==> config.mk <==
export PLATFORM = sky130hd
export DESIGN_NAME = wbuffer_param
export DESIGN_NICKNAME = d
export VERILOG_FILES = /design/src/rtl/wbuffer_param.sv
export SDC_FILE = /design/constraint.sdc
export NUM_CORES = 2
export LEC_CHECK = 0
export BUFFER_PORTS_ARGS = -buffer_cell sky130_fd_sc_hd__buf_2
export CAP_MARGIN = 25
export CORE_MARGIN = 8
export CORE_UTILIZATION = 60
export DETAILED_ROUTE_END_ITERATION = 8
export HOLD_SLACK_MARGIN = 0.1
export PLACE_DENSITY = 0.84
export REMOVE_ABC_BUFFERS = 1
export SKIP_LAST_GASP = 1
export SYNTH_ARGS = -nofsm -noshare
export SYNTH_HDL_FRONTEND = slang
export SYNTH_SLANG_ARGS = --single-unit
export TNS_END_PERCENT = 1
==> constraint.sdc <==
create_clock -name clk -period 5.3 [get_ports clk]
set_input_delay 0.795 -clock clk [delete_from_list [all_inputs] [get_ports clk]]
set_output_delay 0.795 -clock clk [all_outputs]
set_load 0.02 [all_outputs]
==> src/rtl/wbuffer_param.sv <==
// wbuffer_param: write-back line buffer between the dcache and the AXI3 write channels.
// Define WBUF_BYTE_MERGE_EN to add per-byte strobes (wdata_strb) and stored byte masks.
module wbuffer_param #(
   parameter int DEPTH        = 8,
   parameter int LINE_WORDS   = 8,
   parameter int DRAIN_THRESH = 4,
   parameter int AXI_ID       = 0,
   localparam int PTR_W       = $clog2(DEPTH),
   localparam int CNT_W       = PTR_W + 1
) (
   input  logic                     clk,
   input  logic                     rstn,
   input  logic                     wreq,
   output logic                     wreq_recvd,
   input  logic [31:0]              wdata_paddr,
   input  logic [32*LINE_WORDS-1:0] wdata_line,
`ifdef WBUF_BYTE_MERGE_EN
   input  logic [4*LINE_WORDS-1:0]  wdata_strb,
`endif
   input  logic [31:0]              lookup_paddr,
   output logic                     lookup_hit,
   output logic [32*LINE_WORDS-1:0] lookup_data,
   input  logic                     clear,
   output logic                     clear_done,
   output logic                     empty,
   output logic                     full,
   output logic                     bus_err,
   output logic [3:0]               awid,
   output logic [31:0]              awaddr,
   output logic [3:0]               awlen,
   output logic [2:0]               awsize,
   output logic [1:0]               awburst,
   output logic                     awvalid,
   input  logic                     awready,
   output logic [3:0]               wid,
   output logic [31:0]              wdata,
   output logic [3:0]               wstrb,
   output logic                     wlast,
   output logic                     wvalid,
   input  logic                     wready,
   input  logic [3:0]               bid,
   input  logic [1:0]               bresp,
   input  logic                     bvalid,
   output logic                     bready,
   output logic [1:0]               drain_state,
   output logic [CNT_W-1:0]         dbg_count
);

   localparam int OFF       = $clog2(4*LINE_WORDS);
   localparam int TAG_W     = 32 - OFF;
   localparam int LINE_BITS = 32*LINE_WORDS;
   localparam int BEAT_W    = $clog2(LINE_WORDS);

   typedef enum logic [1:0] {S_IDLE = 2'd0, S_AW = 2'd1, S_W = 2'd2, S_B = 2'd3} state_t;

   state_t                 state_q, state_d;
   logic [BEAT_W-1:0]      beat_q, beat_d;
   logic [TAG_W-1:0]       tag_q  [DEPTH];
   logic [TAG_W-1:0]       tag_d  [DEPTH];
   logic [LINE_BITS-1:0]   data_q [DEPTH];
   logic [LINE_BITS-1:0]   data_d [DEPTH];
   logic [DEPTH-1:0]       valid_q, valid_d;
   logic [PTR_W-1:0]       head_q, head_d, tail_q, tail_d;
   logic [CNT_W-1:0]       count_q, count_d;
   logic                   clear_pend_q, clear_pend_d;
   logic                   bus_err_q, bus_err_d;
`ifdef WBUF_BYTE_MERGE_EN
   logic [4*LINE_WORDS-1:0] mask_q [DEPTH];
   logic [4*LINE_WORDS-1:0] mask_d [DEPTH];
   logic [LINE_BITS-1:0]    strb_bits;
`endif

   logic [DEPTH-1:0] lk_hit_vec, wr_hit_vec;
   logic [PTR_W-1:0] wr_hit_idx;
   logic             wr_hit, draining, retire, blocked;
   logic             accept_new, accept_hit, drain_go, last_beat;
   logic             unused_bits;

   assign unused_bits = ^{bid, wdata_paddr[OFF-1:0], lookup_paddr[OFF-1:0]};

   // Tags are unique among valid entries, so OR-ing the matches yields the single hit.
   always_comb begin
      lk_hit_vec  = '0;
      wr_hit_vec  = '0;
      lookup_data = '0;
      wr_hit_idx  = '0;
      for (int i = 0; i < DEPTH; i++) begin
         lk_hit_vec[i] = valid_q[i] && (tag_q[i] == lookup_paddr[31:OFF]);
         wr_hit_vec[i] = valid_q[i] && (tag_q[i] == wdata_paddr[31:OFF]);
         if (lk_hit_vec[i]) lookup_data = lookup_data | data_q[i];
         if (wr_hit_vec[i]) wr_hit_idx  = wr_hit_idx | PTR_W'(i);
      end
   end

   assign lookup_hit = |lk_hit_vec;
   assign wr_hit     = |wr_hit_vec;
   assign empty      = (count_q == '0);
   assign full       = (count_q == CNT_W'(DEPTH));
   assign draining   = (state_q != S_IDLE);
   assign retire     = (state_q == S_B) && bvalid;
   assign blocked    = (full && !wr_hit && !retire) || (wr_hit && draining && (wr_hit_idx == head_q));
   assign wreq_recvd = wreq && !blocked;
   assign accept_new = wreq_recvd && !wr_hit;
   assign accept_hit = wreq_recvd && wr_hit;
   assign clear_done = clear_pend_q && empty && !accept_new;
   assign last_beat  = (beat_q == BEAT_W'(LINE_WORDS-1));
   assign drain_go   = (count_d >= CNT_W'(DRAIN_THRESH)) || (clear_pend_q && !empty);
   assign bus_err    = bus_err_q;
   assign dbg_count  = count_q;
   assign drain_state = state_q;

`ifdef WBUF_BYTE_MERGE_EN
   always_comb begin
      strb_bits = '0;
      for (int b = 0; b < 4*LINE_WORDS; b++) strb_bits[8*b +: 8] = {8{wdata_strb[b]}};
   end
`endif

   // Retire clears the head slot first so a coinciding accept into that slot wins.
   always_comb begin
      tag_d   = tag_q;
      data_d  = data_q;
      valid_d = valid_q;
      head_d  = head_q;
      tail_d  = tail_q;
      count_d = count_q;
`ifdef WBUF_BYTE_MERGE_EN
      mask_d  = mask_q;
`endif
      if (retire) begin
         valid_d[head_q] = 1'b0;
         head_d          = head_q + 1'b1;
      end
      if (accept_hit) begin
`ifdef WBUF_BYTE_MERGE_EN
         data_d[wr_hit_idx] = (data_q[wr_hit_idx] & ~strb_bits) | (wdata_line & strb_bits);
         mask_d[wr_hit_idx] = mask_q[wr_hit_idx] | wdata_strb;
`else
         data_d[wr_hit_idx] = wdata_line;
`endif
      end
      if (accept_new) begin
         tag_d[tail_q]   = wdata_paddr[31:OFF];
         data_d[tail_q]  = wdata_line;
         valid_d[tail_q] = 1'b1;
         tail_d          = tail_q + 1'b1;
`ifdef WBUF_BYTE_MERGE_EN
         mask_d[tail_q]  = wdata_strb;
`endif
      end
      case ({accept_new, retire})
         2'b10:   count_d = count_q + 1'b1;
         2'b01:   count_d = count_q - 1'b1;
         default: count_d = count_q;
      endcase
   end

   always_comb begin
      clear_pend_d = (clear_pend_q && !clear_done) || clear;
      bus_err_d    = bus_err_q || (retire && (bresp != 2'b00));
   end

   always_ff @(posedge clk or negedge rstn) begin
      if (!rstn) begin
         for (int i = 0; i < DEPTH; i++) begin
            tag_q[i]  <= '0;
            data_q[i] <= '0;
`ifdef WBUF_BYTE_MERGE_EN
            mask_q[i] <= '0;
`endif
         end
         valid_q      <= '0;
         head_q       <= '0;
         tail_q       <= '0;
         count_q      <= '0;
         clear_pend_q <= 1'b0;
         bus_err_q    <= 1'b0;
      end else begin
         tag_q        <= tag_d;
         data_q       <= data_d;
`ifdef WBUF_BYTE_MERGE_EN
         mask_q       <= mask_d;
`endif
         valid_q      <= valid_d;
         head_q       <= head_d;
         tail_q       <= tail_d;
         count_q      <= count_d;
         clear_pend_q <= clear_pend_d;
         bus_err_q    <= bus_err_d;
      end
   end

   // Drain FSM: state register.
   always_ff @(posedge clk or negedge rstn) begin
      if (!rstn) begin
         state_q <= S_IDLE;
         beat_q  <= '0;
      end else begin
         state_q <= state_d;
         beat_q  <= beat_d;
      end
   end

   // AXI channels: a transfer happens on a cycle where valid and ready are both high;
   // once valid rises it stays high with a stable payload until that cycle.
   always_comb begin
      state_d = state_q;
      beat_d  = beat_q;
      case (state_q)
         S_IDLE: if (drain_go) state_d = S_AW;
         S_AW: begin
            if (awready) begin
               state_d = S_W;
               beat_d  = '0;
            end
         end
         S_W: begin
            if (wready) begin
               if (last_beat) state_d = S_B;
               else           beat_d  = beat_q + 1'b1;
            end
         end
         S_B:     if (bvalid) state_d = S_IDLE;
         default: state_d = S_IDLE;
      endcase
   end

   always_comb begin
      awid    = 4'(AXI_ID);
      wid     = 4'(AXI_ID);
      awsize  = 3'b010;
      awburst = 2'b01;
      awlen   = 4'(LINE_WORDS-1);
      awaddr  = {tag_q[head_q], {OFF{1'b0}}};
      awvalid = (state_q == S_AW);
      wvalid  = (state_q == S_W);
      wlast   = (state_q == S_W) && last_beat;
      wdata   = data_q[head_q][32*beat_q +: 32];
      bready  = (state_q == S_B);
`ifdef WBUF_BYTE_MERGE_EN
      wstrb   = mask_q[head_q][4*beat_q +: 4];
`else
      wstrb   = 4'hF;
`endif
   end

endmodule

* Word-level counts from Yosys, hierarchy flattened
Cells that the tools add are included.
Word-level totals: output and inout bits 357, input bits 333, register bits 2289, logic and storage cells 185
Operators by class: $add $sub $neg 5, shift-type cells 1, order comparisons 10, equality and inequality tests 30, reductions and logical operators 53, muxes and demuxes 49, bitwise logic cells 13
Operator list (number):
- bitwise mux 2048 bit | 2
- two-way mux 2048 bit | 2
- two-way mux 256 bit | 12
- bitwise OR 256 bit | 7
- demux 256 bit (select 3 bit) | 2
- binary-select mux 256 bit (select 3 bit) | 1
- == test 27 bit | 16
- variable part select 256 x 9 -> 32 bit | 1
- bitwise mux 216 bit | 1
- binary-select mux 27 bit (select 3 bit) | 1
- demux 27 bit (select 3 bit) | 1
- two-way mux 27 bit | 3
- logical AND 1 bit | 34
- two-way mux 3 bit | 7
- two-way mux 8 bit | 2
- OR reduction 8 bit | 2
- two-way mux 2 bit | 7
- greater-or-equal comparator 4 bit (second input constant) | 3
- NOT 3 -> 4 bit | 3
- adder 3 x 1 -> 3 bit (second input constant) | 3
- AND 8 bit | 1
- less-than comparator 3 x 4 -> 1 bit (second input constant) | 2
- less-than comparator 4 x 1 -> 1 bit (second input constant) | 2
- NOT 8 bit | 1
- 24 further kinds | 45

* Depth between registers and ports, before layout
depth after elaboration 21, mapped depth 20, gate-level depth less buffers 17

* Worst setup path before layout
Ideal clock, no wire load.
kind input port to output port, from input lookup_paddr[17], to output lookup_data[246], slack 0.954 ns, buffers on the path 4, arrival 3.551 ns, stages on the path 10, required time 4.505 ns, cells stage by stage clkbuf_1 xnor2_1 nand4_1 or4_1 nor4_1 clkbuf_1 clkbuf_1 clkbuf_1 a22oi_1 nand3_1
Between the ends: longest elaborated chain between the ends 17, elaborated cells between the ends (all ways) 31, those cells by class eq/ne (8); mux (8); bitwise (7); reduce/logical (8)
RTL lines:
- from (decl) | line 20 | input logic [31:0] lookup_paddr,
- == test 27 bit | line 88 | lk_hit_vec[i] = valid_q[i] && (tag_q[i] == lookup_paddr[31:OFF]);
- logical AND 1 bit | line 88
- two-way mux 256 bit | line 90 | if (lk_hit_vec[i]) lookup_data = lookup_data | data_q[i];
- bitwise OR 256 bit | line 90
- two-way mux 256 bit | line 90
- bitwise OR 256 bit | line 90
- two-way mux 256 bit | line 90
- bitwise OR 256 bit | line 90
- two-way mux 256 bit | line 90
- bitwise OR 256 bit | line 90
- two-way mux 256 bit | line 90
- bitwise OR 256 bit | line 90
- two-way mux 256 bit | line 90
- bitwise OR 256 bit | line 90
- two-way mux 256 bit | line 90
- bitwise OR 256 bit | line 90
- two-way mux 256 bit (*) | line 90
- to (decl) | line 22 | output logic [32*LINE_WORDS-1:0] lookup_data,
Mark *: on every way between the ends. The rest lies on a longest branch, timed or not.

* Worst setup path in the final report
from register head_q[2], to output wdata[0]
Between the ends: longest elaborated chain between the ends 5
RTL lines:
- from (decl) | line 63 | logic [PTR_W-1:0] head_q, head_d, tail_q, tail_d;
- from (signal assigned) | line 173 | head_q <= '0;
- from (signal assigned) | line 185 | head_q <= head_d;
- NOT 3 -> 4 bit (not written as such) | line 238 | wdata = data_q[head_q][32*beat_q +: 32];
- binary-select mux 256 bit (select 3 bit) | line 238
- two-way mux 256 bit (not written as such) (2 in series) | line 238
- variable part select 256 x 9 -> 32 bit | line 238
- to (decl) | line 36 | output logic [31:0] wdata,
Every way passes these cells. The select of a mux whose other input is x is not followed.

==> impl_results.md <==
- Die Span X: 469.9 µm
- Worst Path Buf+Inv: 2
- Status: finished, final reports clean
- Period Utilization, post-route: 0.9981
- Worst EP required: 4.51 ns
- Gate Count Post-Synth: 8,319
- Leading cell types by count after synthesis: 2,289 x dfrtp_1, 960 x mux2_1, 960 x mux2_4, 694 x mux4_2, 513 x a22oi_1
- Post-route cell area: 0.1395 mm²
- Hold Fails Final Rpt: 0
- Total leakage power: 58.99 nW
- CTS buffer count: 231
- Final ANT Viol Nets: 0
- Final setup violation count: 0
- Initial core utilization: 0.6035
- Post-Syn Area: 0.1236 mm²
- DR pass1 iterations: 8
- Die H: 469.9 µm
- Post-synthesis register bit count: 2,289
- Final WL: 398.2 mm
- Post-layout min period: 5.290 ns
- Endpoint class of the critical path: output pin
- Worst path cell trace: buf_12 > mux4_2 > mux4_2 > mux2_2 > nand2_1 > o21ai_0 > buf_2
- Vias in the first global route: 89,595
- Cell at the root of the clock tree: clkbuf_16
- Relative slew slack: 0.2921
- Async S/R FF share, synth: 1.000
- Syn-to-layout area delta: 12.84%
- Slowest Stage Delay on Critical Path: 1.12 ns
- Cell variety after synth: 64
- Slew @ Worst Pin: 1.062 ns
- Largest net degree at the start of global routing: 184
- Vias/cell: 7.244
- Worst Skew: 0.09929 ns
- Min-delay worst type: in2reg
- Dominant cells by area after synthesis: dfrtp_1 46%, mux4_2 13%, mux2_4 12%
- Initial drt markers: 11,080
- Yosys top cell by area: dfrtp_1
- # fillers: 12,954
- Die area: 0.2208 mm²
- Vias: 85,829
- Global route overflow: 0
- Top cell type's share of synthesized area: 0.4635
- Layout net count: 9,200
- CORE AREA: 0.2048 mm²
- H-tree Lvls: 4
- Power density cells: 642.9 mW/mm²
- Row count: 166
- Placement Setup Slack: 0.1813 ns
- RSZ-0062 raised after global routing: yes
- RD Place Congestion: 0.9921
- # port buffers: 649
- Startpoint Class: flip-flop
- Fmax: 0.1890 GHz
- Post-DP HPWL: 255.8 mm
- Worst path slowest cell: dfrtp_4
- First-pass GRT wire length: 598.9 mm
- Fin. max-slew vios: 0
- Max Root-Sink Buffers: 3
- Fin Setup TNS: 0 ns
- Max Cap Viol: 0
- Top delay family on crit path: multiplexers
- Most frequent CP cell: mux4_2
- Count leader, synth: dfrtp_1
- Worst setup margin: 0.009845 ns
- Synth warnings: 0
- # DRC: 0
- Sinks on Clock Net: 2,289
- Overall routing resource usage: 0.3516
- DR WL/cell: 33.61 µm
- Placed Area: 0.1307 mm²
- Share of cells above drive strength 1: 0.3859
- Worst-path fanout max: 75
- IO Pins: 690
- Top_reg_cell synth: dfrtp_1
- Initial antenna violation count: 120
- EDFF count, synth: 0
- Peak VDD IR: 0.4783 mV
- Kind of critical path: reg2out
- Clock Latency Late Sink: 0.93 ns
- CTS tree: yes
- Arr. time, crit path: 4.50 ns
- Clock slew at reported path FFs: 0.07 ns
- Register area share after synthesis: 0.4635
- Avg Cell Area, Syn: 14.86 µm²
==> placed cells by master (no fill, tap or decap), types with 53 or more instances in the layout <==
cell type,n
a22o_1,256
buf_2,648
mux2_1,960
nand4_1,113
a221oi_1,257
nand2_1,164
mux4_2,694
a22oi_1,513
mux2_2,368
diode_2,100
clkbuf_8,57
o21ai_0,53
buf_12,152
xnor2_1,349
clkinv_2,60
clkbuf_16,231
dfrtp_1,2284
buf_4,231
xor2_1,91
nand3_1,271
mux2_4,960
==> cell type report <==
type                       instances  area [µm²]  share of cell area
antenna                          100       250.2            0.001794
tap                             2688        3363             0.02412
timing repair buffer            1036        8088             0.05799
multi-input combinational       5282       62040              0.4449
clock inverter                   123        1689             0.01211
sequential                      2289       57300              0.4109
inverter                          15       63.81           0.0004576
clock buffer                     315        6666             0.04780
==> flip-flops by register name, summed over array words and instances (netlist names) <==
register	count
clear_pend_q	1
tail_q	3
beat_q	3
dbg_count	4
valid_q	8
drain_state	2
bus_err	1
head_q	3
data_q	2048
tag_q	216
==> report_power, final <==
group	leakage (nW)	total (mW)	internal, mW	switching, mW
logic	27.4	36.9	21.4	15.5
registers	27.5	35.0	26.4	8.61
clock network	4.10	17.8	10.3	7.50
==> layer usage <==
layer  wire (µm)  global-route usage
met1      146300              0.4687
met2      178200              0.5186
met3       47380             0.09908
met4       26030              0.2055
met5         334                   0
==> stage by stage <==
step           total power [mW]  hold slack, ns  instances    util
3_5_place_dp              70.85          0.4568      11297  0.6382
4_1_cts                   89.10          0.1349      11739  0.6792
6_report                  89.65          0.1925      11848  0.6810
3_3_place_gp              69.01          0.4532      11297  0.6382
2_1_floorplan             59.50          0.4761       7586       -
5_1_grt                   93.15          0.1921      11810  0.6805
==> logic make-up (layout without fill, tap and decap cells) <==
family	after synthesis	count (layout)	share of synthesized area
flip-flops	2289	2289	0.4635
XOR/XNOR	441	441	0.03131
multiplexers	3015	3015	0.3668
AO/OA/AOI/OAI	1112	1112	0.07234
adder cells (fa/ha/maj)	12	12	0.001215
other	2	126	0.00006076
buffers and inverters	772	1489	0.03621
AND/OR/NAND/NOR	676	676	0.02865
==> final timing paths <==
kind / start / to / slack, ns / depth (start not counted)
worst max-delay path: head_q[2] / wdata[0] / 0.01 / 7
worst min-delay path: wdata_line[113] / data_q[1649] / 0.19 / 2
worst max register to register: tag_q[16] / data_q[1987] / 0.77 / 10
worst min register to register: bus_err / bus_err / 0.47 / 1
max in group asynchronous: rstn / data_q[1445] / 3.06 / 4
min in group asynchronous: rstn / data_q[800] / 0.43 / 2
==> what timing repair did <==
action	CTS	global route
setup endpoints to repair	10	40
hold endpoints to repair	51	0
hold buffers	4	0
setup buffers	0	8
resized for setup	1	1
==> worst reg2reg max path, stage by stage, from the launching register on <==
cell and delay (ns):
dfrtp_1 0.43, xnor2_1 0.34, nand4_1 0.14, nor4_1 0.34
nand4_1 0.41, and4_1 0.35, o221ai_2 0.33, a211oi_1 0.15
o21ai_4 0.79, buf_12 0.53, mux2_1 0.61
(Power assumes the default switching activity.)
